===== src/rtl/cordic_pkg.sv =====
// Purpose: shared field layout of the 48-bit CORDIC coefficient/result word and the 10-bit tag.
// Latency: n/a (constants, types and pure functions only).
// Backpressure: n/a.
package cordic_pkg;

  // Word layout: {XM[15:0], XR8[7:0], YM[15:0], YR8[7:0]}
  localparam int WORD_W = 48;
  localparam int MAIN_W = 16;
  localparam int RES_W  = 8;
  localparam int XM_MSB = 47;
  localparam int XR_LSB = 24;
  localparam int YM_LSB = 8;

  // Tag layout: {index_qua, index_cor}
  localparam int QUA_W = 3;
  localparam int COR_W = 7;
  localparam int TAG_W = QUA_W + COR_W;

  typedef logic [WORD_W-1:0] cordic_word_t;

  typedef struct packed {
    logic [TAG_W-1:0] addr;
    cordic_word_t     data;
  } result_entry_t;

  // A residual fits in the stored field only if its upper byte is clear.
  function automatic logic residual_clamped(input logic [MAIN_W-1:0] r);
    return (r[MAIN_W-1:RES_W] != '0);
  endfunction

  // Residuals that do not fit saturate to all-ones.
  function automatic logic [RES_W-1:0] sat_residual(input logic [MAIN_W-1:0] r);
    return residual_clamped(r) ? {RES_W{1'b1}} : r[RES_W-1:0];
  endfunction

  // Inverse of the read-side splitter.
  function automatic cordic_word_t pack_word(input logic [MAIN_W-1:0] xm,
                                             input logic [RES_W-1:0]  xr8,
                                             input logic [MAIN_W-1:0] ym,
                                             input logic [RES_W-1:0]  yr8);
    cordic_word_t w;
    w = '0;
    w[XM_MSB -: MAIN_W] = xm;
    w[XR_LSB +: RES_W]  = xr8;
    w[YM_LSB +: MAIN_W] = ym;
    w[RES_W-1:0]        = yr8;
    return w;
  endfunction

endpackage


===== src/rtl/result_fifo.sv =====
// Purpose: small synchronous FIFO, head entry always visible on rdata_o.
// Latency: a push is visible at the head the cycle after the edge that writes it.
// Backpressure: push ignored when full unless a pop happens the same cycle; pop ignored when empty.
module result_fifo #(
  parameter int WIDTH = 58,
  parameter int DEPTH = 4
) (
  input  logic             clk,
  input  logic             reset,
  input  logic             push_i,
  input  logic             pop_i,
  input  logic [WIDTH-1:0] wdata_i,
  output logic [WIDTH-1:0] rdata_o,
  output logic             full_o,
  output logic             empty_o
);

  localparam int AW = (DEPTH > 1) ? $clog2(DEPTH) : 1;

  // One extra pointer bit separates full from empty when the indices match.
  logic [AW:0]      wr_ptr_q, wr_ptr_d;
  logic [AW:0]      rd_ptr_q, rd_ptr_d;
  logic [WIDTH-1:0] mem_q [DEPTH];
  logic             do_push, do_pop;

  assign empty_o = (wr_ptr_q == rd_ptr_q);
  assign full_o  = (wr_ptr_q[AW] != rd_ptr_q[AW]) && (wr_ptr_q[AW-1:0] == rd_ptr_q[AW-1:0]);
  assign do_pop  = pop_i & ~empty_o;
  assign do_push = push_i & (~full_o | do_pop);
  assign rdata_o = mem_q[rd_ptr_q[AW-1:0]];

  // Pointer advance; wrap modulo DEPTH falls out of the power-of-2 width.
  always_comb begin
    wr_ptr_d = wr_ptr_q;
    rd_ptr_d = rd_ptr_q;
    if (do_push) wr_ptr_d = wr_ptr_q + 1'b1;
    if (do_pop)  rd_ptr_d = rd_ptr_q + 1'b1;
  end

  // Pointer registers; reset empties the FIFO.
  always_ff @(posedge clk) begin
    if (reset) begin
      wr_ptr_q <= '0;
      rd_ptr_q <= '0;
    end else begin
      wr_ptr_q <= wr_ptr_d;
      rd_ptr_q <= rd_ptr_d;
    end
  end

  // Storage; contents need no reset because empty masks them.
  always_ff @(posedge clk) begin
    if (!reset && do_push) mem_q[wr_ptr_q[AW-1:0]] <= wdata_i;
  end

endmodule


===== src/rtl/cordic_result_writer.sv =====
// Purpose: repack CORDIC results into 48-bit words and queue them as tagged RAM writes.
// Latency: 1 cycle from wen_in to ram_wen with the FIFO empty; no input-to-output comb path.
// Backpressure: ram_ready stalls the FIFO head; samples arriving full with no pop are dropped (overflow).
module cordic_result_writer
  import cordic_pkg::*;
#(
  parameter int DEPTH     = 4,
  parameter int NUM_WORDS = 1024
) (
  input  logic                clk,
  input  logic                reset,
  input  logic                wen_in,
  input  logic [TAG_W-1:0]    index_cor_in,
  input  logic [MAIN_W-1:0]   XM_in,
  input  logic [MAIN_W-1:0]   YM_in,
  input  logic [MAIN_W-1:0]   XR_in,
  input  logic [MAIN_W-1:0]   YR_in,
  input  logic                ram_ready,
  output logic                ram_wen,
  output logic [TAG_W-1:0]    ram_addr,
  output logic [WORD_W-1:0]   ram_D,
  output logic                full,
  output logic                overflow,
  output logic                sat,
  output logic                done,
  output logic [10:0]         count
);

  localparam logic [10:0] LAST_CNT = 11'(NUM_WORDS - 1);

  result_entry_t wr_entry, rd_entry;
  logic          fifo_empty, fifo_full;
  logic          push, pop, clamp;

  logic [10:0]   count_q, count_d;
  logic          done_q, done_d;
  logic          overflow_q, overflow_d;
  logic          sat_q, sat_d;

  assign clamp         = residual_clamped(XR_in) | residual_clamped(YR_in);
  assign wr_entry.addr = index_cor_in;
  assign wr_entry.data = pack_word(XM_in, sat_residual(XR_in), YM_in, sat_residual(YR_in));

  assign ram_wen = ~fifo_empty;
  assign pop     = ram_wen & ram_ready;
  assign push    = wen_in & (~fifo_full | pop);

  result_fifo #(
    .WIDTH($bits(result_entry_t)),
    .DEPTH(DEPTH)
  ) u_fifo (
    .clk    (clk),
    .reset  (reset),
    .push_i (push),
    .pop_i  (pop),
    .wdata_i(wr_entry),
    .rdata_o(rd_entry),
    .full_o (fifo_full),
    .empty_o(fifo_empty)
  );

  // Head is masked to zero while nothing is queued so stale storage never leaks out.
  assign ram_addr = ram_wen ? rd_entry.addr : '0;
  assign ram_D    = ram_wen ? rd_entry.data : '0;
  assign full     = fifo_full;
  assign overflow = overflow_q;
  assign sat      = sat_q;
  assign done     = done_q;
  assign count    = count_q;

  // Frame counter wraps on the last pop of a frame; sticky flags only ever set.
  always_comb begin
    count_d    = count_q;
    done_d     = 1'b0;
    overflow_d = overflow_q | (wen_in & fifo_full & ~pop);
    sat_d      = sat_q | (wen_in & clamp);
    if (pop) begin
      if (count_q == LAST_CNT) begin
        count_d = '0;
        done_d  = 1'b1;
      end else begin
        count_d = count_q + 11'd1;
      end
    end
  end

  // Status registers; reset wins over any activity in the same cycle.
  always_ff @(posedge clk) begin
    if (reset) begin
      count_q    <= '0;
      done_q     <= 1'b0;
      overflow_q <= 1'b0;
      sat_q      <= 1'b0;
    end else begin
      count_q    <= count_d;
      done_q     <= done_d;
      overflow_q <= overflow_d;
      sat_q      <= sat_d;
    end
  end

endmodule


===== config.mk =====
export PLATFORM = sky130hd
export DESIGN_NAME = cordic_result_writer
export DESIGN_NICKNAME = d
export VERILOG_FILES = /design/src/rtl/cordic_pkg.sv /design/src/rtl/result_fifo.sv /design/src/rtl/cordic_result_writer.sv
export SDC_FILE = /design/constraint.sdc
export NUM_CORES = 1
export LEC_CHECK = 0
export CORE_MARGIN = 1.5
export CORE_UTILIZATION = 49
export DETAILED_ROUTE_END_ITERATION = 8
export PLACE_DENSITY = 0.77
export SLEW_MARGIN = 20
export SYNTH_ARGS = -nofsm -noshare
export SYNTH_HDL_FRONTEND = slang
export SYNTH_SLANG_ARGS = --single-unit

===== constraint.sdc =====
create_clock -name clk -period 6.4 [get_ports clk]
set_clock_uncertainty 0.05 [all_clocks]
set_input_delay 1.28 -clock clk [delete_from_list [all_inputs] [get_ports clk]]
set_output_delay 1.28 -clock clk [all_outputs]
set_load 0.02 [all_outputs]

==> results.sh <==
export IMPL_grt_overflow_total=0
export IMPL_synth_net_count=586
export IMPL_delay_of_the_slowest_cell_on_the_worst_path_ns=0.96
export IMPL_die_width_um=145
export IMPL_most_common_layout_cells="sky130_fd_sc_hd__edfxtp_1 (232), sky130_fd_sc_hd__clkdlybuf4s50_1 (151), sky130_fd_sc_hd__mux4_2 (58), sky130_fd_sc_hd__nor2b_1 (58), sky130_fd_sc_hd__clkbuf_16 (25)"
export IMPL_final_seq_area_um2=7410
export IMPL_antenna_found_initial=1
export IMPL_synthSimpleGateAreaFrac_pct=7.27
export IMPL_placement_setup_worst_slack_ns=2.33
export IMPL_period_share_pct=70.6
export IMPL_power_frac_seq_pct=44.5
export IMPL_postSynth_asyncResetShare_pct=0
export IMPL_post_dp_hpwl_um=11700
export IMPL_post_synth_edffs=232
export IMPL_total_leakage_power_nw=3.98
export IMPL_first_global_vias=5472
export IMPL_worst_ir_drop_vdd_uv=230
export IMPL_post_synth_instance_area_um2=9910
export IMPL_vias_per_cell=5.44
export IMPL_yosysWarningCount=0
export IMPL_xor_xnor_share_of_the_synthesized_area_pct=0.858
export IMPL_crit_cells=4
export IMPL_internal_power_w=0.00320
export IMPL_numCtsBuffers=25
export IMPL_fp_dieArea_um2=21100
export IMPL_cap_viol_max_count=0
export IMPL_swShare_pct=26.3
export IMPL_r2r_worst_path_cells=4
export IMPL_unrepaired_setup_endpoints_after_global_routing="false"
export IMPL_rows=51
export IMPL_avgSynthCellArea_um2=19.7
export IMPL_routed_wire_length_per_instance_um=20.6
export IMPL_grt_pass1_wl_um=30800
export IMPL_cts_root_buf="sky130_fd_sc_hd__clkbuf_16"
export IMPL_core_area_um2=19700
export IMPL_io_pins=152
export IMPL_cp_num_buf_inv=2
export IMPL_finalNetCount=748
export IMPL_final_common_cell="sky130_fd_sc_hd__edfxtp_1"
export IMPL_multi_input_area_um2=2410
export IMPL_clk_pin_slew_worst_paths_ns=0.06
export IMPL_first_drt_pass_iteration_count=6
export IMPL_portBuffers=151
export IMPL_start_kind="flop"
export IMPL_path_delay_family="buffers and inverters"
export IMPL_postCtsSetupBuffers=0
export IMPL_largest_net_degree_at_the_start_of_global_routing=59
export IMPL_wl_final_um=19500
export IMPL_grt_usage_pct=18.8
export IMPL_ys_dominant_reg_cell="sky130_fd_sc_hd__edfxtp_1"
export IMPL_worst_endpoint_arrival_ns=3.19
export IMPL_share_of_total_power_in_the_clock_network_pct=32.8
export IMPL_power_share_combinational_pct=22.7
export IMPL_cts_buffer_depth=3
export IMPL_cp_max_delay_cell="sky130_fd_sc_hd__dfxtp_4"
export IMPL_path_cells="buf_4 -> mux4_2 -> nor2b_1 -> clkdlybuf4s50_1"
export IMPL_dominant_combinational_cell_family_by_area_after_synthesis="multiplexers"
export IMPL_cts_tree="yes"
export IMPL_synth_fa_ha_area_share_pct=0.757
export IMPL_hold_slack_ns=0.426
export IMPL_die_h_um=145
export IMPL_number_of_different_library_cells_in_the_post_synthesis_netlist=35
export IMPL_hold_buffers=0
export IMPL_finalSetupViolCount=0
export IMPL_drt_iter0_drc=322
export IMPL_postSynthCellCount=502
export IMPL_data_required_time_at_the_worst_endpoint_ns=5.07
export IMPL_clkSinkCount=254
export IMPL_insertedDiodeCount=0
export IMPL_drt_drc_violations_left=0
export IMPL_final_max_slew_viol_count=0
export IMPL_postRouteAntennaNets=0
export IMPL_critical_path_class="reg2out"
export IMPL_result_of_the_run="finished, final reports clean"
export IMPL_htreeDepth=1
export IMPL_crit_fanout=44
export IMPL_worst_slew_pin_slew_ns=0.919
export IMPL_gp_congestion=0.744
export IMPL_share_of_synthesized_area_spent_on_multiplexers_pct=13.5
export IMPL_worst_hold_depth=1
export IMPL_max_freq_mhz=221
export IMPL_total_power_w=0.00435
export IMPL_area_growth_pct=26.5
export IMPL_cts_resized=0
export IMPL_synthesized_area_fraction_occupied_by_ao_oa_aoi_and_oai_cells_pct=1.70
export IMPL_timing_hold_worst_class="reg2reg"
export IMPL_starting_density_of_the_core_pct=50.4
export IMPL_insertion_delay_ns=0.51
export IMPL_post_route_worst_setup_slack_ns=1.88
export IMPL_timing_final_hold_violations=0
export IMPL_power_density_nw_per_um2=347
export IMPL_timing_final_crit_period_ns=4.52
export IMPL_drive_above_1_share_pct=19.2
export IMPL_setup_tns_ns=0
export IMPL_synth_sequential_area_ratio_pct=74.7
export IMPL_slew_headroom_pct=38.7
export IMPL_final_fill_count=1427
export IMPL_route_vias_total=5149
export IMPL_yosys_register_bits=254
export IMPL_p_switching_w=0.00114
export IMPL_worstSetupEndpointType="output port"
## synthesized netlist by cell type, types with 3 or more instances
library cell | instances | area (µm²)
sky130_fd_sc_hd__dfxtp_1 | 22 | 440
sky130_fd_sc_hd__mux4_2 | 58 | 1310
sky130_fd_sc_hd__nand3_1 | 4 | 20.0
sky130_fd_sc_hd__or3_1 | 8 | 50.1
sky130_fd_sc_hd__a21oi_1 | 10 | 50.1
sky130_fd_sc_hd__or4_1 | 4 | 30.0
sky130_fd_sc_hd__and2_1 | 3 | 18.8
sky130_fd_sc_hd__o21ai_0 | 6 | 30.0
sky130_fd_sc_hd__buf_2 | 6 | 30.0
sky130_fd_sc_hd__edfxtp_1 | 232 | 6970
sky130_fd_sc_hd__nand2_1 | 5 | 18.8
sky130_fd_sc_hd__nor2b_1 | 58 | 363
sky130_fd_sc_hd__ha_1 | 6 | 75.1
sky130_fd_sc_hd__xor2_1 | 4 | 35.0
sky130_fd_sc_hd__nor2_1 | 11 | 41.3
sky130_fd_sc_hd__o31ai_1 | 3 | 22.5
sky130_fd_sc_hd__or2_2 | 16 | 100
sky130_fd_sc_hd__nor4_1 | 5 | 31.3
sky130_fd_sc_hd__mux2i_1 | 3 | 30.0
sky130_fd_sc_hd__inv_1 | 7 | 26.3
sky130_fd_sc_hd__clkbuf_1 | 11 | 41.3
## power groups by stage
| stage | Combinational (W) | Clock, W | Sequential [W] |
|---|---|---|---|
| global route | 0.00105 | 0.00153 | 0.00195 |
| global placement | 0.000984 | 0 | 0.00197 |
| detailed placement | 0.000994 | 0 | 0.00198 |
| floorplan | 0.000610 | 0 | 0.00191 |
| CTS | 0.00100 | 0.00145 | 0.00194 |
| finish | 0.000987 | 0.00142 | 0.00193 |
## worst register-to-register path: cells and delay by family (launching register included)
family | cells | cell delay (ns)
and+or+nand+nor | 2 | 0.97
DFF | 1 | 0.45
xor gates and xnor gates | 1 | 0.42
AOI/OAI and AO/OA | 1 | 0.19
## registers in the layout, summed over array words and instances, names as in the netlist, named ones only
| name | cells |
|---|---|
| u_fifo.mem_q | 232 |
| done | 1 |
| u_fifo.rd_ptr_q | 3 |
| count | 11 |
| overflow | 1 |
| u_fifo.wr_ptr_q | 3 |
| sat | 1 |
## cells by family (layout without fill, tap and decap cells)
family	count (synthesis)	in the layout
compound gates	24	24
xor+xnor	8	8
fa+ha+maj	6	6
buf+inv	28	207
flops	254	254
mux	61	61
simple gates	121	121
## routing by layer
metal / wire [µm] / GRT usage (%) / vias up
met5: 13 / 0 / -
met4: 361 / 4.59 / 2
met3: 1020 / 3.81 / 38
met2: 10200 / 33.3 / 158
met1: 7870 / 23.8 / 2628
li1: - / - / 2323
## final timing paths
kind | to | from | slack (ns)
worst min register to register | done | count[10] | 0.43
worst max-delay path | ram_D[30] | flop | 1.88
worst min-delay path | done | count[10] | 0.43
worst max register to register | u_fifo.mem_q[2][32] | u_fifo.wr_ptr_q[1] | 3.91
## through the flow
stage / instances / cell area [µm²] / util [%]
after global placement: 902 / 11700 / 59.7
after CTS: 946 / 12500 / 63.7
after detailed placement: 902 / 11700 / 59.7
after floorplan: 502 / 9910 / -
final: 946 / 12500 / 63.8
after global routing: 946 / 12500 / 63.8
## layout make-up
class,instances,share of cell area [%]
well taps,265,2.65
clock buffers,26,5.02
clock inverters,18,1.38
repair buffers,156,12.4
multi-input cells,220,19.3
inverters,7,0.210
flip-flops and latches,254,59.1
Power figures use the tool's default switching activity.
